### src/rtl/pc_fetch_sequencer_if.sv
// Fetch-side bundle between control unit, instruction memory and pc_fetch_sequencer.
// req/ack: imem_req_o stays high with pc_o stable until imem_ack_i; a fetch completes in the cycle ack is seen with req high.
interface pc_fetch_sequencer_if;
    logic        stall_i;
    logic        jump_i;
    logic [27:0] jump_addr_i;
    logic        branch_i;
    logic [31:0] branch_target_i;
    logic        imem_ack_i;
    logic [31:0] pc_o;
    logic        imem_req_o;
    logic        instr_valid_o;
    logic        redirect_pending_o;
    logic [1:0]  state_dbg_o;

    modport master (
        input  stall_i, jump_i, jump_addr_i, branch_i, branch_target_i, imem_ack_i,
        output pc_o, imem_req_o, instr_valid_o, redirect_pending_o, state_dbg_o
    );

    modport slave (
        output stall_i, jump_i, jump_addr_i, branch_i, branch_target_i, imem_ack_i,
        input  pc_o, imem_req_o, instr_valid_o, redirect_pending_o, state_dbg_o
    );
endinterface

### src/rtl/pc_fetch_sequencer.sv
// Program counter owner and instruction-fetch sequencer with redirect capture.
// Optional DELAY_SLOT_EN: redirects take effect after one delay-slot fetch.
module pc_fetch_sequencer #(
    parameter logic [31:0] RESET_PC = 32'h0000_0000
) (
    input logic clk_i,
    input logic rst_i,
    pc_fetch_sequencer_if.master bus
);

    typedef enum logic [1:0] {
        IDLE  = 2'd0,
        FETCH = 2'd1,
        HOLD  = 2'd2
    } state_e;

    state_e      state_q, state_d;
    logic [31:0] pc_q, pc_d;
    logic [31:0] tgt_q, tgt_d;
    logic        pend_q, pend_d;
    logic [31:0] pc_plus4;
    logic [31:0] redir_tgt;
    logic        redir;
    logic        ack;

    assign pc_plus4  = pc_q + 32'd4;
    assign redir     = bus.jump_i | bus.branch_i;
    // Jump keeps the region nibble of the sequential successor; both targets are word aligned.
    assign redir_tgt = bus.jump_i
                     ? (((pc_plus4 & 32'hF000_0000) | {4'h0, bus.jump_addr_i}) & 32'hFFFF_FFFC)
                     : (bus.branch_target_i & 32'hFFFF_FFFC);
    assign ack       = (state_q == FETCH) & bus.imem_ack_i;

`ifdef DELAY_SLOT_EN
    logic        slot_q, slot_d;
    logic        pend_n;
    logic        slot_n;
    logic [31:0] tgt_n;
`endif

    always_comb begin
        state_d = state_q;
        pc_d    = pc_q;
        pend_d  = pend_q;
        tgt_d   = tgt_q;
        unique case (state_q)
            IDLE:    state_d = bus.stall_i ? HOLD : FETCH;
            FETCH:   if (ack) state_d = bus.stall_i ? HOLD : FETCH;
            HOLD:    if (!bus.stall_i) state_d = FETCH;
            default: state_d = IDLE;
        endcase
`ifdef DELAY_SLOT_EN
        slot_d = slot_q;
        // A newer redirect replaces the target but keeps the running countdown.
        pend_n = pend_q | redir;
        tgt_n  = redir ? redir_tgt : tgt_q;
        slot_n = pend_q ? slot_q : redir;
        if (ack) begin
            if (pend_n && !slot_n) begin
                pc_d   = tgt_n;
                pend_d = 1'b0;
                slot_d = 1'b0;
            end else begin
                pc_d   = pc_plus4;
                pend_d = pend_n;
                tgt_d  = tgt_n;
                slot_d = 1'b0;
            end
        end else begin
            pend_d = pend_n;
            tgt_d  = tgt_n;
            slot_d = slot_n;
        end
`else
        if (ack) begin
            pc_d   = redir ? redir_tgt : (pend_q ? tgt_q : pc_plus4);
            pend_d = 1'b0;
        end else if (redir) begin
            if (state_q == FETCH) begin
                pend_d = 1'b1;
                tgt_d  = redir_tgt;
            end else begin
                pc_d   = redir_tgt;
                pend_d = 1'b0;
            end
        end
`endif
    end

    always_ff @(posedge clk_i or posedge rst_i) begin
        if (rst_i) begin
            state_q <= IDLE;
            pc_q    <= RESET_PC;
            tgt_q   <= 32'h0;
            pend_q  <= 1'b0;
        end else begin
            state_q <= state_d;
            pc_q    <= pc_d;
            tgt_q   <= tgt_d;
            pend_q  <= pend_d;
        end
    end

`ifdef DELAY_SLOT_EN
    always_ff @(posedge clk_i or posedge rst_i) begin
        if (rst_i) slot_q <= 1'b0;
        else       slot_q <= slot_d;
    end
`endif

    assign bus.pc_o               = pc_q;
    assign bus.imem_req_o         = (state_q == FETCH);
    assign bus.instr_valid_o      = ack;
    assign bus.redirect_pending_o = pend_q;
    assign bus.state_dbg_o        = state_q;

endmodule
### src/flat_wrapper.sv
// flat-port wrapper written by rule: the top's interface ports become plain ports
module pc_fetch_sequencer_flat 
#(
    parameter logic [31:0] RESET_PC = 32'h0000_0000
)
  (clk_i, rst_i, bus_stall_i, bus_jump_i, bus_jump_addr_i, bus_branch_i, bus_branch_target_i, bus_imem_ack_i, bus_pc_o, bus_imem_req_o, bus_instr_valid_o, bus_redirect_pending_o, bus_state_dbg_o);
  pc_fetch_sequencer_if bus_i ();
  input logic clk_i;
  input logic rst_i;
  input wire logic [$bits(bus_i.stall_i)-1:0] bus_stall_i;
  input wire logic [$bits(bus_i.jump_i)-1:0] bus_jump_i;
  input wire logic [$bits(bus_i.jump_addr_i)-1:0] bus_jump_addr_i;
  input wire logic [$bits(bus_i.branch_i)-1:0] bus_branch_i;
  input wire logic [$bits(bus_i.branch_target_i)-1:0] bus_branch_target_i;
  input wire logic [$bits(bus_i.imem_ack_i)-1:0] bus_imem_ack_i;
  output wire logic [$bits(bus_i.pc_o)-1:0] bus_pc_o;
  output wire logic [$bits(bus_i.imem_req_o)-1:0] bus_imem_req_o;
  output wire logic [$bits(bus_i.instr_valid_o)-1:0] bus_instr_valid_o;
  output wire logic [$bits(bus_i.redirect_pending_o)-1:0] bus_redirect_pending_o;
  output wire logic [$bits(bus_i.state_dbg_o)-1:0] bus_state_dbg_o;
  assign bus_i.stall_i = bus_stall_i;
  assign bus_i.jump_i = bus_jump_i;
  assign bus_i.jump_addr_i = bus_jump_addr_i;
  assign bus_i.branch_i = bus_branch_i;
  assign bus_i.branch_target_i = bus_branch_target_i;
  assign bus_i.imem_ack_i = bus_imem_ack_i;
  assign bus_pc_o = bus_i.pc_o;
  assign bus_imem_req_o = bus_i.imem_req_o;
  assign bus_instr_valid_o = bus_i.instr_valid_o;
  assign bus_redirect_pending_o = bus_i.redirect_pending_o;
  assign bus_state_dbg_o = bus_i.state_dbg_o;
  pc_fetch_sequencer #(.RESET_PC(RESET_PC)) u_core (.clk_i(clk_i), .rst_i(rst_i), .bus(bus_i));
endmodule
### config.mk
export PLATFORM = sky130hd
export DESIGN_NAME = pc_fetch_sequencer_flat
export DESIGN_NICKNAME = d
export VERILOG_FILES = /design/src/rtl/pc_fetch_sequencer_if.sv /design/src/rtl/pc_fetch_sequencer.sv /design/src/flat_wrapper.sv
export SDC_FILE = /design/constraint.sdc
export NUM_CORES = 1
export LEC_CHECK = 0
export ABC_AREA = 1
export BUFFER_PORTS_ARGS = -buffer_cell sky130_fd_sc_hd__buf_2
export CAP_MARGIN = 20
export CORE_MARGIN = 8
export CORE_UTILIZATION = 60
export CTS_BUF_LIST = sky130_fd_sc_hd__clkbuf_4 sky130_fd_sc_hd__clkbuf_8
export CTS_CLUSTER_SIZE = 14
export DETAILED_ROUTE_END_ITERATION = 6
export PLACE_DENSITY = 0.89
export SYNTH_ARGS = -nofsm -noshare
export SYNTH_HDL_FRONTEND = slang
export SYNTH_SLANG_ARGS = --single-unit
### constraint.sdc
create_clock -name clk_i -period 4.1 [get_ports clk_i]
set_clock_uncertainty 0.05 [all_clocks]
set_input_delay 0.82 -clock clk_i [delete_from_list [all_inputs] [get_ports clk_i]]
set_output_delay 0.82 -clock clk_i [all_outputs]
set_load 0.01 [all_outputs]
* Word level (Yosys, flattened, before mapping)
Cells that the tools add are included. W data, S select, Z words.
Word-level totals: input port bits 66, logic and storage cells 31, bits in registers 67
Operators by class: muxes and demuxes 13, reductions and logical operators 5, bitwise logic cells 4, eq/ne operators 4, add/sub/neg operators 1
Operators with widths (count):
- $mux W32 | 6
- $add A32 B3 Y32 const B | 1
- $or A32 B28 Y32 | 1
- $mux W2 | 3
- $pmux W2 S3 | 1
- $reduce_and A2 Y1 | 2
- $mux W1 | 3
- $reduce_and A3 Y1 | 1
- $eq A2 B1 Y1 const B | 1
- $eq A2 B2 Y1 const B | 1
- $logic_not A2 Y1 | 1
- $ne A2 B1 Y1 const B | 1
- $ne A2 B2 Y1 const B | 1
- $reduce_bool A2 Y1 | 1
- $and A1 B1 Y1 | 1
- $not A1 Y1 | 1
- $or A1 B1 Y1 | 1

* Depth between registers and ports, before layout
word-level depth 6, gate-level depth with buffers 12, gate-level depth less buffers 12

* Least setup slack after synthesis
OpenSTA, ideal clock, no wires.
kind input port to flip-flop, from in bus_jump_i, to reg u_core.pc_q[6], in the netlist u_core.bus.pc_o[6], stages on the path 7, path slack 2.170 ns, arrival time 1.759 ns, path through buf_2 -> nor2_4 -> nand2_1 -> buf_2 -> a21oi_1 -> o21ai_1 -> a22o_1
On the way: word-level cells in the longest chain between the ends 4
RTL lines:
- start: declaration | line flat_wrapper.sv:11 | input wire logic [$bits(bus_i.jump_i)-1:0] bus_jump_i;
- $mux W32 | line pc_fetch_sequencer.sv:30 | ? (((pc_plus4 & 32'hF000_0000) | {4'h0, bus.jump_addr_i}) & 32'hFFFF_FFFC)
- $mux W32 | line pc_fetch_sequencer.sv:79 | if (state_q == FETCH) begin
- $mux W32 | line pc_fetch_sequencer.sv:78 | end else if (redir) begin
- $mux W32 | line pc_fetch_sequencer.sv:75 | if (ack) begin
- end signal: assignment | line pc_fetch_sequencer.sv:98 | pc_q <= pc_d;
- end: declaration | line pc_fetch_sequencer.sv:18 | logic [31:0] pc_q, pc_d;
Several ways; a longest one is shown, not always the timed one. The select of a mux whose other input is x is not followed. A chain may end at the register's enable or synchronous reset.

* Final worst setup path
from reg u_core.pend_q, in the netlist u_core.bus.redirect_pending_o, to out bus_redirect_pending_o
RTL lines:
- start: declaration | line pc_fetch_sequencer.sv:20 | logic pend_q, pend_d;
- start signal: assignment | line pc_fetch_sequencer.sv:100 | pend_q <= pend_d;
- end: declaration | line flat_wrapper.sv:19 | output wire logic [$bits(bus_i.redirect_pending_o)-1:0] bus_redirect_pending_o;
No word-level cell between the ends.

==> results by group <==
Synth
  • Post-synth EDFFs: 0
  • Synth cell types: 35
  • Adder-cell share of the synthesized area: 0.00307
  • Post-Syn Area: 4080 um2
  • Post-synthesis mux area share: 0.0638
  • Area share of the largest cell type after synthesis: 0.386
  • Post-synthesis sequential area ratio: 0.386
  • YS warnings: 0
  • Fraction of registers with async set/reset: 1.00
  • Post-synthesis xor/xnor area fraction: 0.0343
  • Primary FF master, synth: dfrtp_1
  • Largest family of logic cells by synthesized area: simple AND/OR/NAND/NOR gates
  • Synth Area in Compound Gates: 0.158
  • Most area-consuming cells after synthesis: dfrtp_1, nand2_1, a21oi_1
  • Synth Area in Simple Gates: 0.287
  • Count leader, synth: nand2_1
  • Synth cell count leaders: nand2_1, dfrtp_1, a21oi_1
  • Avg Cell Area, Syn: 7.35 um2
  • Post-Synthesis Cells: 555
  • #FFs+latches synth: 63
  • Area leader, netlist: dfrtp_1

Timing
  • Final period util: 0.551
  • Max transition margin: 0.275
  • Tmin final: 2.26 ns
  • Final setup viols: 0
  • Slew @ Worst Pin: 1.08 ns
  • Fmax: 0.443 GHz
  • Fin. max-slew vios: 0
  • Total negative slack: 0 ns
  • Count of final hold-check violations: 0
  • RSZ-0062 raised after global routing: no

Clocking
  • Sink Count: 63
  • Setup bufs post-CTS: 0
  • Post-CTS Resized: 0
  • Clk slew on worst S/H paths: 0.07 ns
  • Clock buffer depth: 2
  • Worst skew pair latency: 0.35 ns
  • TritonCTS clock tree: built
  • Num CTS Buffers: 9
  • H-Tree Depth: 3
  • Hold buffer count at cts: 0
  • CTS Root Cell: clkbuf_8

Route
  • Initial DRC count: 308
  • Antenna viol nets, final: 0
  • Wirelength, routed: 11.0 mm
  • Vias per cell: 5.60
  • DRC: 0
  • TritonRoute pass-1 iters: 5
  • Routed via count: 4040
  • DR WL/cell: 15.2 um

Layout
  • Filler Cell Count: 539
  • Final Non-Filler Cells: 722
  • Reg area: 1580 um2
  • Layout area overhead: 16.5%
  • Diode count: 0
  • Layout cells sized above 1: 0.235
  • Area of the multi-input gates: 2240 um2
  • Final nets: 706

Critical path
  • CP top delay family: flip-flops
  • R2R Setup Slk: 1.94 ns
  • Reg2reg start: u_core.bus.state_dbg_o[1]$_DFFE_PP0P_
  • Worst r2r path cells: 7
  • CP peak stage delay: 0.79 ns
  • Critical path class: flop to output port
  • Critical Path Slowest Stage Cell: dfrtp_1
  • CP cell instances: buf_2
  • CP max FO: 22
  • Critical path startpoint category: flop
  • Worst r2r dst: u_core.bus.pc_o[7]$_DFFE_PP0P_
  • CP Data Required Time: 3.23 ns
  • WP data arrival: 1.39 ns
  • Buf/Inv on CP: 1
  • Crit. End Element: output port
  • Instance count on the critical path: 1

Global route
  • Global-route wire length before repair: 18.2 mm
  • Global route overflow: 0
  • Vias in the first global route: 3975
  • Antenna violations before repair: 0
  • Pin count of the biggest net entering global routing: 61
  • GRT Overall Usage: 0.230

Die
  • Initial Util: 0.611
  • Rows: 30
  • Die Wd: 98.5 um
  • Die Area: 9700 um2
  • Die H: 98.5 um
  • Core area: 6680 um2
  • Top Ports: 103

Power
  • Peak supply drop: 0.310 mV
  • Switching pwr: 0.783 mW
  • Part of the power in registers: 0.459
  • Pleak: 2.43 nW
  • Switching share of power: 0.378
  • Logic pwr share: 0.303
  • Pwr/cell area: 436 nW/um2
  • P_int: 1.29 mW
  • Total power draw: 2.07 mW
  • Clk pwr share: 0.237

Run
  • Max-cap check violation count: 0

Placed design
  • IO buf count: 96
  • Gp weighted congestion: 0.909
  • DPL Wire Length: 7.76 mm
  • Number of cells in the design after placement: 707

Min path
  • Worst Hold Path EP: u_core.tgt_q[18]$_DFFE_PP0P_
  • Hold Crit Class: flop to flop
  • Hold path cells: 2
  • HP Start: u_core.tgt_q[18]$_DFFE_PP0P_

Run status
  • Status: finished, final reports clean
[area by class of cell]
type / count / area share
repair buffers: 102 / 0.113
clock buffers: 13 / 0.0350
well taps: 80 / 0.0211
inverters: 34 / 0.0268
multi-input cells: 429 / 0.471
clock inverters: 1 / 0.00105
flip-flops and latches: 63 / 0.332
[worst max path at each step]
stage | startpoint | endpoint | slack, ns
after floorplan | rst_i | u_core.bus.pc_o[10]$_DFFE_PP0P_ | 1.66
after detailed placement | bus_imem_ack_i | u_core.bus.pc_o[7]$_DFFE_PP0P_ | 1.53
final | u_core.bus.redirect_pending_o$_DFFE_PP0P_ | bus_redirect_pending_o | 1.84
after global routing | bus_imem_ack_i | u_core.bus.pc_o[13]$_DFFE_PP0P_ | 1.70
after global placement | bus_jump_i | u_core.tgt_q[22]$_DFFE_PP0P_ | 1.57
after CTS | u_core.bus.redirect_pending_o$_DFFE_PP0P_ | bus_redirect_pending_o | 1.87
[tightest hold or removal path, stage by stage, from the launching register on]
cell and delay [ns]:
dfrtp_1 0.34, nand2_1 0.05, o21ai_0 0.06
[flip-flops by register name, indices dropped and copies added (netlist names)]
name / count
u_core.bus.state_dbg_o: 2
u_core.tgt_q: 30
u_core.bus.redirect_pending_o: 1
u_core.bus.pc_o: 30
[cell families after synthesis]
logic type / Yosys count
other: 1
buffers and inverters: 64
DFF: 63
AOI/OAI and AO/OA: 123
muxes: 26
and+or+nand+nor: 261
adders and majority gates: 1
xor gates and xnor gates: 16
[layer usage]
metal / global-route usage / vias up / part of all wire
met3: 0.0627 / 22 / 0.071
met5: 0 / - / 0
met4: 0.106 / 0 / 0.022
met2: 0.397 / 147 / 0.50
met1: 0.259 / 1893 / 0.40
li1: - / 1978 / -
[layout by cell type (no fill, tap or decap), types with 2 or more instances in the layout]
cell	count
xnor2_1	3
clkbuf_4	2
o21ai_1	6
nor2_2	5
nor2_1	33
nand2_2	8
clkbuf_8	11
nand2_4	2
or2_2	3
conb_1	2
a22o_1	4
inv_2	5
nor2_4	10
inv_1	29
mux2i_1	26
buf_2	96
nand2_1	171
o21ai_0	53
nor3_1	2
a21oi_1	55
xor2_1	13
dfrtp_1	63
nand3_1	21
buf_4	5
nand3b_1	2
[power by group through the flow]
stage | clock [mW] | sequential (mW) | combinational, mW
floorplan | 0 | 0.947 | 0.407
global placement | 0 | 0.947 | 0.600
detailed placement | 0 | 0.955 | 0.625
CTS | 0.494 | 0.946 | 0.630
global route | 0.520 | 0.972 | 0.708
finish | 0.492 | 0.952 | 0.629
[per-stage QoR]
step	utilization	cell area, um2	hold slack, ns	worst slack (ns)
floorplan	-	4080	0.403	1.66
global placement	0.683	4560	0.417	1.57
detailed placement	0.683	4560	0.423	1.53
CTS	0.708	4730	0.439	1.87
global route	0.711	4750	0.452	1.70
finish	0.711	4750	0.438	1.84
Power figures use the tool's default switching activity.
